## config.mk

```make
export PLATFORM = sky130hd
export DESIGN_NAME = spi_txn_arbiter_flat
export DESIGN_NICKNAME = d
export VERILOG_FILES = /design/src/rtl/spi_txn_arbiter_if.sv /design/src/rtl/spi_txn_arbiter.sv /design/src/flat_wrapper.sv
export SDC_FILE = /design/constraint.sdc
export NUM_CORES = 1
export LEC_CHECK = 0
export BUFFER_PORTS_ARGS = -buffer_cell sky130_fd_sc_hd__buf_2
export CORE_UTILIZATION = 40
export CTS_CLUSTER_SIZE = 40
export DETAILED_ROUTE_END_ITERATION = 12
export PLACE_DENSITY = 0.66
export SLEW_MARGIN = 5
export SYNTH_ARGS = -nofsm -noshare
export SYNTH_HDL_FRONTEND = slang
export SYNTH_SLANG_ARGS = --single-unit
```

## constraint.sdc

```tcl
create_clock -name clk -period 4.6 [get_ports clk]
set_input_delay 0.23 -clock clk [delete_from_list [all_inputs] [get_ports clk]]
set_output_delay 0.23 -clock clk [all_outputs]
set_load 0.02 [all_outputs]
```

## src/rtl/spi_txn_arbiter_if.sv

```systemverilog
// Requester, arbiter and SPI byte-engine signal bundle for spi_txn_arbiter.
// slave = arbiter side, master = requesters plus engine side.
interface spi_txn_arbiter_if;
  logic [1:0] req;
  logic [3:0] len0;
  logic [3:0] len1;
  logic [7:0] tx_data0;
  logic [7:0] tx_data1;
  logic [1:0] tx_ack;
  logic [7:0] rx_data;
  logic [1:0] rx_valid;
  logic [1:0] done;
  logic [1:0] gnt;
  logic [1:0] cs_n;
  logic [7:0] eng_data;
  logic       eng_load;
  logic       eng_busy;
  logic [7:0] eng_rx;

  modport slave (
    input  req, len0, len1, tx_data0, tx_data1, eng_busy, eng_rx,
    output tx_ack, rx_data, rx_valid, done, gnt, cs_n, eng_data, eng_load
  );

  modport master (
    output req, len0, len1, tx_data0, tx_data1, eng_busy, eng_rx,
    input  tx_ack, rx_data, rx_valid, done, gnt, cs_n, eng_data, eng_load
  );
endinterface

```

## src/rtl/spi_txn_arbiter.sv

```systemverilog
// Two-requester SPI transaction arbiter: grants one requester a chip-selected burst of 1..16 bytes.
// Define SPI_ARB_RR_EN for round-robin arbitration; fixed priority (requester 0 first) otherwise.
module spi_txn_arbiter #(
  parameter int unsigned CS_GAP = 2
) (
  input logic              clk,
  input logic              rst,
  spi_txn_arbiter_if.slave bus
);

  typedef enum logic [2:0] {IDLE, SETUP, LOAD, WAIT_HI, WAIT_LO, GAP} state_t;

  // The done cycle is the first GAP cycle and the IDLE cycle also keeps cs_n high,
  // so the GAP counter covers CS_GAP states in total.
  localparam logic [3:0] GAP_LAST = 4'(CS_GAP - 1);

  state_t     r_state;
  logic [3:0] r_count;
  logic [3:0] r_gap;
  logic       r_win;
  logic [1:0] r_gnt;
  logic [1:0] r_cs_n;
  logic [1:0] r_tx_ack;
  logic [1:0] r_rx_valid;
  logic [1:0] r_done;
  logic [7:0] r_rx_data;
  logic [7:0] r_eng_data;
  logic       r_eng_load;

  logic       w_pick;
  logic [1:0] w_win_oh;
  logic [7:0] w_tx_data;
  logic [3:0] w_len;

`ifdef SPI_ARB_RR_EN
  logic r_ptr;

  always_comb begin
    if (bus.req == 2'b11) w_pick = ~r_ptr;
    else                  w_pick = ~bus.req[0];
  end

  always_ff @(posedge clk or posedge rst) begin
    if (rst)                                      r_ptr <= 1'b1;
    else if (r_state == IDLE && bus.req != 2'b00) r_ptr <= w_pick;
  end
`else
  assign w_pick = ~bus.req[0];
`endif

  assign w_win_oh  = {r_win, ~r_win};
  assign w_tx_data = r_win ? bus.tx_data1 : bus.tx_data0;
  assign w_len     = w_pick ? bus.len1 : bus.len0;

  always_ff @(posedge clk or posedge rst) begin
    if (rst) begin
      r_state    <= IDLE;
      r_count    <= 4'd0;
      r_gap      <= 4'd0;
      r_win      <= 1'b0;
      r_gnt      <= 2'b00;
      r_cs_n     <= 2'b11;
      r_tx_ack   <= 2'b00;
      r_rx_valid <= 2'b00;
      r_done     <= 2'b00;
      r_rx_data  <= 8'd0;
      r_eng_data <= 8'd0;
      r_eng_load <= 1'b0;
    end else begin
      r_tx_ack   <= 2'b00;
      r_rx_valid <= 2'b00;
      r_done     <= 2'b00;
      r_eng_load <= 1'b0;
      case (r_state)
        IDLE: begin
          if (bus.req != 2'b00) begin
            r_win   <= w_pick;
            r_gnt   <= {w_pick, ~w_pick};
            r_cs_n  <= {~w_pick, w_pick};
            r_count <= w_len;
            r_state <= SETUP;
          end
        end
        SETUP: begin
          r_eng_load <= 1'b1;
          r_eng_data <= w_tx_data;
          r_tx_ack   <= w_win_oh;
          r_state    <= LOAD;
        end
        LOAD: r_state <= WAIT_HI;
        WAIT_HI: begin
          if (bus.eng_busy) r_state <= WAIT_LO;
        end
        WAIT_LO: begin
          if (!bus.eng_busy) begin
            r_rx_data  <= bus.eng_rx;
            r_rx_valid <= w_win_oh;
            if (r_count == 4'd0) begin
              r_done  <= w_win_oh;
              r_gap   <= GAP_LAST;
              r_state <= GAP;
            end else begin
              // Next byte loads straight away; cs_n stays low across the burst.
              r_count    <= r_count - 4'd1;
              r_eng_load <= 1'b1;
              r_eng_data <= w_tx_data;
              r_tx_ack   <= w_win_oh;
              r_state    <= LOAD;
            end
          end
        end
        GAP: begin
          r_gnt  <= 2'b00;
          r_cs_n <= 2'b11;
          if (r_gap == 4'd0) r_state <= IDLE;
          else               r_gap   <= r_gap - 4'd1;
        end
        default: r_state <= IDLE;
      endcase
    end
  end

  assign bus.gnt      = r_gnt;
  assign bus.cs_n     = r_cs_n;
  assign bus.tx_ack   = r_tx_ack;
  assign bus.rx_valid = r_rx_valid;
  assign bus.done     = r_done;
  assign bus.rx_data  = r_rx_data;
  assign bus.eng_data = r_eng_data;
  assign bus.eng_load = r_eng_load;

endmodule

```

## src/flat_wrapper.sv

```systemverilog
// flat-port wrapper written by rule: the top's interface ports become plain ports
module spi_txn_arbiter_flat 
#(
  parameter int unsigned CS_GAP = 2
)
  (clk, rst, bus_req, bus_len0, bus_len1, bus_tx_data0, bus_tx_data1, bus_eng_busy, bus_eng_rx, bus_tx_ack, bus_rx_data, bus_rx_valid, bus_done, bus_gnt, bus_cs_n, bus_eng_data, bus_eng_load);
  spi_txn_arbiter_if bus_i ();
  input logic clk;
  input logic rst;
  input wire logic [$bits(bus_i.req)-1:0] bus_req;
  input wire logic [$bits(bus_i.len0)-1:0] bus_len0;
  input wire logic [$bits(bus_i.len1)-1:0] bus_len1;
  input wire logic [$bits(bus_i.tx_data0)-1:0] bus_tx_data0;
  input wire logic [$bits(bus_i.tx_data1)-1:0] bus_tx_data1;
  input wire logic [$bits(bus_i.eng_busy)-1:0] bus_eng_busy;
  input wire logic [$bits(bus_i.eng_rx)-1:0] bus_eng_rx;
  output wire logic [$bits(bus_i.tx_ack)-1:0] bus_tx_ack;
  output wire logic [$bits(bus_i.rx_data)-1:0] bus_rx_data;
  output wire logic [$bits(bus_i.rx_valid)-1:0] bus_rx_valid;
  output wire logic [$bits(bus_i.done)-1:0] bus_done;
  output wire logic [$bits(bus_i.gnt)-1:0] bus_gnt;
  output wire logic [$bits(bus_i.cs_n)-1:0] bus_cs_n;
  output wire logic [$bits(bus_i.eng_data)-1:0] bus_eng_data;
  output wire logic [$bits(bus_i.eng_load)-1:0] bus_eng_load;
  assign bus_i.req = bus_req;
  assign bus_i.len0 = bus_len0;
  assign bus_i.len1 = bus_len1;
  assign bus_i.tx_data0 = bus_tx_data0;
  assign bus_i.tx_data1 = bus_tx_data1;
  assign bus_i.eng_busy = bus_eng_busy;
  assign bus_i.eng_rx = bus_eng_rx;
  assign bus_tx_ack = bus_i.tx_ack;
  assign bus_rx_data = bus_i.rx_data;
  assign bus_rx_valid = bus_i.rx_valid;
  assign bus_done = bus_i.done;
  assign bus_gnt = bus_i.gnt;
  assign bus_cs_n = bus_i.cs_n;
  assign bus_eng_data = bus_i.eng_data;
  assign bus_eng_load = bus_i.eng_load;
  spi_txn_arbiter #(.CS_GAP(CS_GAP)) u_core (.clk(clk), .rst(rst), .bus(bus_i));
endmodule
```

Yosys cells after proc, flatten, opt, wreduce, memory -nomap -nowiden
Cells that the tools add are included.
{"block": "classes", "bitwise": 3, "n_reduce_logical": 15, "muxes": 34, "n_lt_le_gt_ge": 0, "n_div": 0, "mul": 0, "n_eq_ne": 12, "add_sub_neg": 2, "n_shift": 0}
{"op": "4-bit two-way mux", "n": 7}
{"op": "8-bit two-way mux", "n": 3}
{"op": "2-bit two-way mux", "n": 9}
{"op": "3-bit case mux with 6 select lines", "n": 1}
{"op": "4-bit case mux with 2 select lines", "n": 2}
{"op": "8-bit case mux with 2 select lines", "n": 1}
{"op": "3-bit two-way mux", "n": 5}
{"op": "2-bit case mux with 2 select lines", "n": 3}
{"op": "4-bit AND reduction", "n": 3}
{"op": "2-bit nonzero test", "n": 5}
{"op": "4-bit zero test", "n": 2}
{"op": "2-bit != test, second input constant", "n": 4}
{"op": "4-bit by 1-bit subtractor with 4-bit output, second input constant", "n": 2}
{"op": "3-bit by 2-bit == test with 1-bit output, second input constant", "n": 2}
{"op": "3-bit == test, second input constant", "n": 2}
{"op": "2-bit by 1-bit != test with 1-bit output, second input constant", "n": 3}
{"op": "2-bit AND reduction", "n": 3}
{"op": "3-bit by 1-bit == test with 1-bit output, second input constant", "n": 1}
{"op": "3-bit zero test", "n": 1}
{"op": "1-bit NOT", "n": 3}
{"op": "3-bit AND reduction", "n": 1}
{"op": "1-bit two-way mux", "n": 2}
{"op": "1-bit case mux with 2 select lines", "n": 1}
{"block": "totals", "ramBits": 0, "inputBits": 37, "latchBits": 0, "romBits": 0, "mem_count": 0, "output_inout_bits": 27, "elab_cells": 78, "regBits": 39}

Depth between registers and ports, before layout
{"block": "logic_depth", "depth_word": 4, "ltp_mapped": 7, "depth_no_buf": 6}

Worst setup path after synthesis
No wires, ideal clock.
{"block": "synth_timing", "kind": "flip-flop to flip-flop", "from": "register u_core.r_count[0]", "to": "register u_core.r_eng_data[1], in the netlist u_core.bus.eng_data[1]", "required_time_ps": 4475, "t_arrival_ps": 1803, "slack_ps": 2671, "path_stages_with_launch": 8, "setup_time_ps": 125, "path_buffers": 1, "synth_period_minus_slack_ps": 1929, "cell_sequence": "dfrtp_1 inv_1 ha_1 nor3b_2 or4_4 a21oi_4 buf_12 mux2_4"}
{"block": "synth_between", "elab_chain_len": 3}
{"item": "from (decl)", "line": "spi_txn_arbiter.sv:18", "source": "logic [3:0] r_count;"}
{"item": "from (signal assigned)", "line": "spi_txn_arbiter.sv:80", "source": "r_count <= w_len;"}
{"item": "from (signal assigned)", "line": "spi_txn_arbiter.sv:104", "source": "r_count <= r_count - 4'd1;"}
{"item": "4-bit zero test", "line": "spi_txn_arbiter.sv:98", "source": "if (r_count == 4'd0) begin"}
{"item": "2-bit != test (no line)"}
{"item": "3-bit AND reduction (no line)"}
{"item": "to (signal assigned)", "line": "spi_txn_arbiter.sv:86", "source": "r_eng_data <= w_tx_data;"}
{"item": "to (signal assigned)", "line": "spi_txn_arbiter.sv:106", "source": "r_eng_data <= w_tx_data;"}
{"item": "to (decl)", "line": "spi_txn_arbiter.sv:27", "source": "logic [7:0] r_eng_data;"}
Every way passes these cells.
A chain may end at the register's enable or synchronous reset.

Final worst setup path
{"block": "layout_timing", "from": "register u_core.r_state[2]", "to": "register u_core.r_eng_data[0], in the netlist u_core.bus.eng_data[0]"}
{"block": "layout_between", "elab_chain_len": 3, "word_cells_on_any_way": 7, "classes_between": "eq/ne (4); mux (1); reduce/logical (2)"}
{"item": "from (decl)", "line": "spi_txn_arbiter.sv:17", "source": "state_t r_state;"}
{"item": "from (signal assigned)", "line": "spi_txn_arbiter.sv:57", "source": "r_state <= IDLE;"}
{"item": "from (signal assigned)", "line": "spi_txn_arbiter.sv:81", "source": "r_state <= SETUP;"}
{"item": "from (signal assigned)", "line": "spi_txn_arbiter.sv:88", "source": "r_state <= LOAD;"}
{"item": "3-bit == test / 3-bit by 1-bit == test with 1-bit output (equally long branches)", "line": "spi_txn_arbiter.sv:74", "source": "case (r_state)"}
{"item": "2-bit != test (no line) / 2-bit nonzero test (equally long branches)"}
{"item": "3-bit AND reduction (no line)"}
Several ways; a longest one is shown, not always the timed one.

==> metrics.md <==
| Metric | Value |
|---|---|
| Status | `completed` |
| First-pass GRT wire length | `6820 um` |
| Root buf cell | `clkbuf_8` |
| Post-layout nets | `292` |
| R2r endpoint | `u_core.bus.eng_data[0]$_DFFE_PP0P_` |
| Final setup margin | `2.19 ns` |
| R2R setup slack | `2.19 ns` |
| FP Rows | `25` |
| Setup crit end | `u_core.bus.eng_data[0]$_DFFE_PP0P_` |
| CTS H-tree depth | `2` |
| Largest net degree at the start of global routing | `40` |
| Setup crit start kind | `register` |
| Final Wtd Congestion | `0.874` |
| Post-synth EDFFs | `0` |
| Worst slew pin tran | `0.836 ns` |
| Worst-path fanout max | `17` |
| Worst setup path start | `u_core.r_state[2]$_DFFE_PP0P_` |
| Dpl hpwl | `2780 um` |
| P_leak | `1.19 nW` |
| Buffers on Ports | `63` |
| Commonest cells after routing, fill and taps aside | `buf_2, dfrtp_1, nand2_1` |
| Internal power | `976 uW` |
| Tmin final | `2.41 ns` |
| Die Width | `72.8 um` |
| Worst skew pair latency | `0.29 ns` |
| Worst VDD drop | `0.000323 V` |
| Vias in the first global route | `1538` |
| Library cells used by synthesis | `44` |
| Avg WL per Cell | `12.2 um` |
| Post-Synthesis Cell Area | `2000 um2` |
| Total grt overflow | `0` |
| Die area | `5290 um2` |
| Most common cell after layout, fill and taps aside | `buf_2` |
| Cell count after synthesis | `192` |
| Antenna diode count | `0` |
| Max-slew violation count | `0` |
| Via/cell ratio | `4.87` |
| Synth Flop Type | `dfrtp_1` |
| Max_cap viols | `0` |
| Fin area | `2450 um2` |
| Net Sw Frac | `0.403` |
| Logic pwr share | `0.455` |
| Setup Skew | `0.00344 ns` |
| Initial antenna violation count | `0` |
| CP endpoint kind | `register` |
| Synthesis Warnings | `0` |
| Endpoints failing hold | `0` |
| Antenna Nets Post-Route | `0` |
| Switching power | `659 uW` |
| Initial cell density of the core | `0.419` |
| Global Route Usage Sum | `0.168` |
| Post-synthesis area per instance | `10.4 um2` |
| Remaining DRCs | `0` |
| R2r worst-path depth | `4` |
| Area growth, synth to finish | `22.1%` |
| Fin Setup TNS | `0 ns` |
| Final WL | `3920 um` |
| Die height | `72.8 um` |
| Grt met3 use | `0.0331` |
| CTS hold repair buffers | `0` |
| Fin crit share | `0.523` |
| Clk pin slew, worst setup/hold paths | `0.07 ns` |
| Core area | `4790 um2` |
| Sequential fraction of design power | `0.398` |
| Syn nets | `232` |
| Met1 Usage GRT | `0.206` |
| 1st-iter DRT viols | `50` |
| Clock share of power | `0.147` |
| Vias | `1559` |
| PwrDens | `668 nW/um2` |
| Post-CTS resize count | `0` |
| Hold WS | `0.0394 ns` |
| Min-Delay Path Class | `input port to asynchronous set/reset pin` |
| Dpl cell area | `2350 um2` |
| Setup WS pre-CTS | `2.21 ns` |
| M2 GR Usage | `0.288` |
| Finished Core Util | `0.511` |
| CP Data Arrival Time | `2.59 ns` |
| Achievable Freq | `415 MHz` |
| First-pass detailed-route iteration total | `4` |
| R2r startpoint | `u_core.r_state[2]$_DFFE_PP0P_` |
| Number of synthesized register bits | `39` |
| Num CTS Buffers | `5` |
| # clock sinks | `39` |
| CTS tree | `yes` |
| RSZ-0062 raised after global routing | `false` |
| Share of cells above drive strength 1 | `0.399` |
| Worst endpoint required time | `4.78 ns` |
| Postcts setup bufs | `0` |
| Seq/Total Area, Yosys | `0.488` |
| Bufs on Longest Clock Path | `2` |
| # setup viols final | `0` |
| I/O Pins | `64` |
| WS Path Type | `register to register` |
| Max transition margin | `0.441` |
| GRT busiest layer | `met2` |
| Async SR Flop Fraction | `1.00` |
==> worst min-delay path by stage <==
stage / from / to / slack, ns
2_1_floorplan: bus_eng_rx[0] / u_core.bus.rx_data[0]$_DFFE_PP0P_ / 0.34
3_3_place_gp: rst / u_core.bus.rx_valid[0]$_DFF_PP0_ / 0.37
3_5_place_dp: rst / u_core.bus.eng_data[2]$_DFFE_PP0P_ / 0.37
4_1_cts: rst / u_core.bus.eng_data[7]$_DFFE_PP0P_ / 0.05
5_1_grt: rst / u_core.bus.tx_ack[0]$_DFF_PP0_ / 0.12
6_report: rst / u_core.bus.eng_data[7]$_DFFE_PP0P_ / 0.04
==> per-layer routing <==
| metal | up-vias | part of all wire | wire length (um) |
|---|---|---|---|
| met1 | 717 | 0.45 | 1770 |
| met3 | 6 | 0.053 | 206 |
| met4 | 0 | 0.016 | 62 |
| met2 | 51 | 0.48 | 1870 |
| li1 | 785 | - | - |
| met5 | - | 0 | 0 |
==> critical path, cell delays in order (launching register included) <==
cell     delay (ns)
dfrtp_1        0.72
inv_2          0.22
or4_4          0.57
a21oi_4        0.39
mux2_2         0.39
==> power groups by stage <==
stage          registers [mW]  clock network [mW]  logic [mW]
2_1_floorplan           0.708                   0       0.520
3_3_place_gp            0.658                   0       0.739
3_5_place_dp            0.659                   0       0.750
4_1_cts                 0.654               0.247       0.755
5_1_grt                 0.676               0.259       0.825
6_report                0.651               0.241       0.744
==> cell type report <==
class | instances | area (um2)
fillers | 471 | 2340
flip-flops and latches | 39 | 978
multi-input cells | 134 | 936
repair buffers | 64 | 323
clock buffers | 7 | 86.3
well taps | 67 | 83.8
inverters | 8 | 30.0
clock inverters | 1 | 8.76
==> sequential cells by signal (all words and copies together), names as in the netlist <==
signal / count
u_core.bus.cs_n: 2
u_core.bus.done: 2
u_core.bus.eng_data: 8
u_core.bus.eng_load: 1
u_core.bus.gnt: 2
u_core.bus.rx_data: 8
u_core.bus.rx_valid: 2
u_core.bus.tx_ack: 2
u_core.r_count: 4
u_core.r_gap: 4
u_core.r_state: 3
u_core.r_win: 1
==> logic make-up after synthesis <==
kind of cell / after synthesis / synth area share
flip-flops: 39 / 0.488
AND/OR/NAND/NOR: 73 / 0.184
adder cells (fa/ha/maj): 3 / 0.0187
XOR/XNOR: 1 / 0.00437
buffers and inverters: 19 / 0.0475
AO/OA/AOI/OAI: 37 / 0.130
multiplexers: 20 / 0.127
==> synthesized netlist by cell type (3+ instances only) <==
library cell | instances | area share
o211ai_1 | 4 | 0.015
o21ai_0 | 7 | 0.017
nor2b_1 | 4 | 0.012
dfrtp_1 | 37 | 0.46
clkbuf_1 | 8 | 0.015
nor2_1 | 15 | 0.028
inv_1 | 7 | 0.013
or3_1 | 3 | 0.0094
ha_1 | 3 | 0.019
and2_1 | 4 | 0.012
mux2_2 | 11 | 0.062
a21oi_1 | 12 | 0.030
nand2_1 | 29 | 0.054
mux2_4 | 8 | 0.060
==> per-stage QoR <==
stage	cells	power, mW
final	320	1.64
after global routing	320	1.76
after CTS	320	1.66
after detailed placement	312	1.41
after global placement	312	1.40
after floorplan	192	1.23
Power figures use the tool's default switching activity.
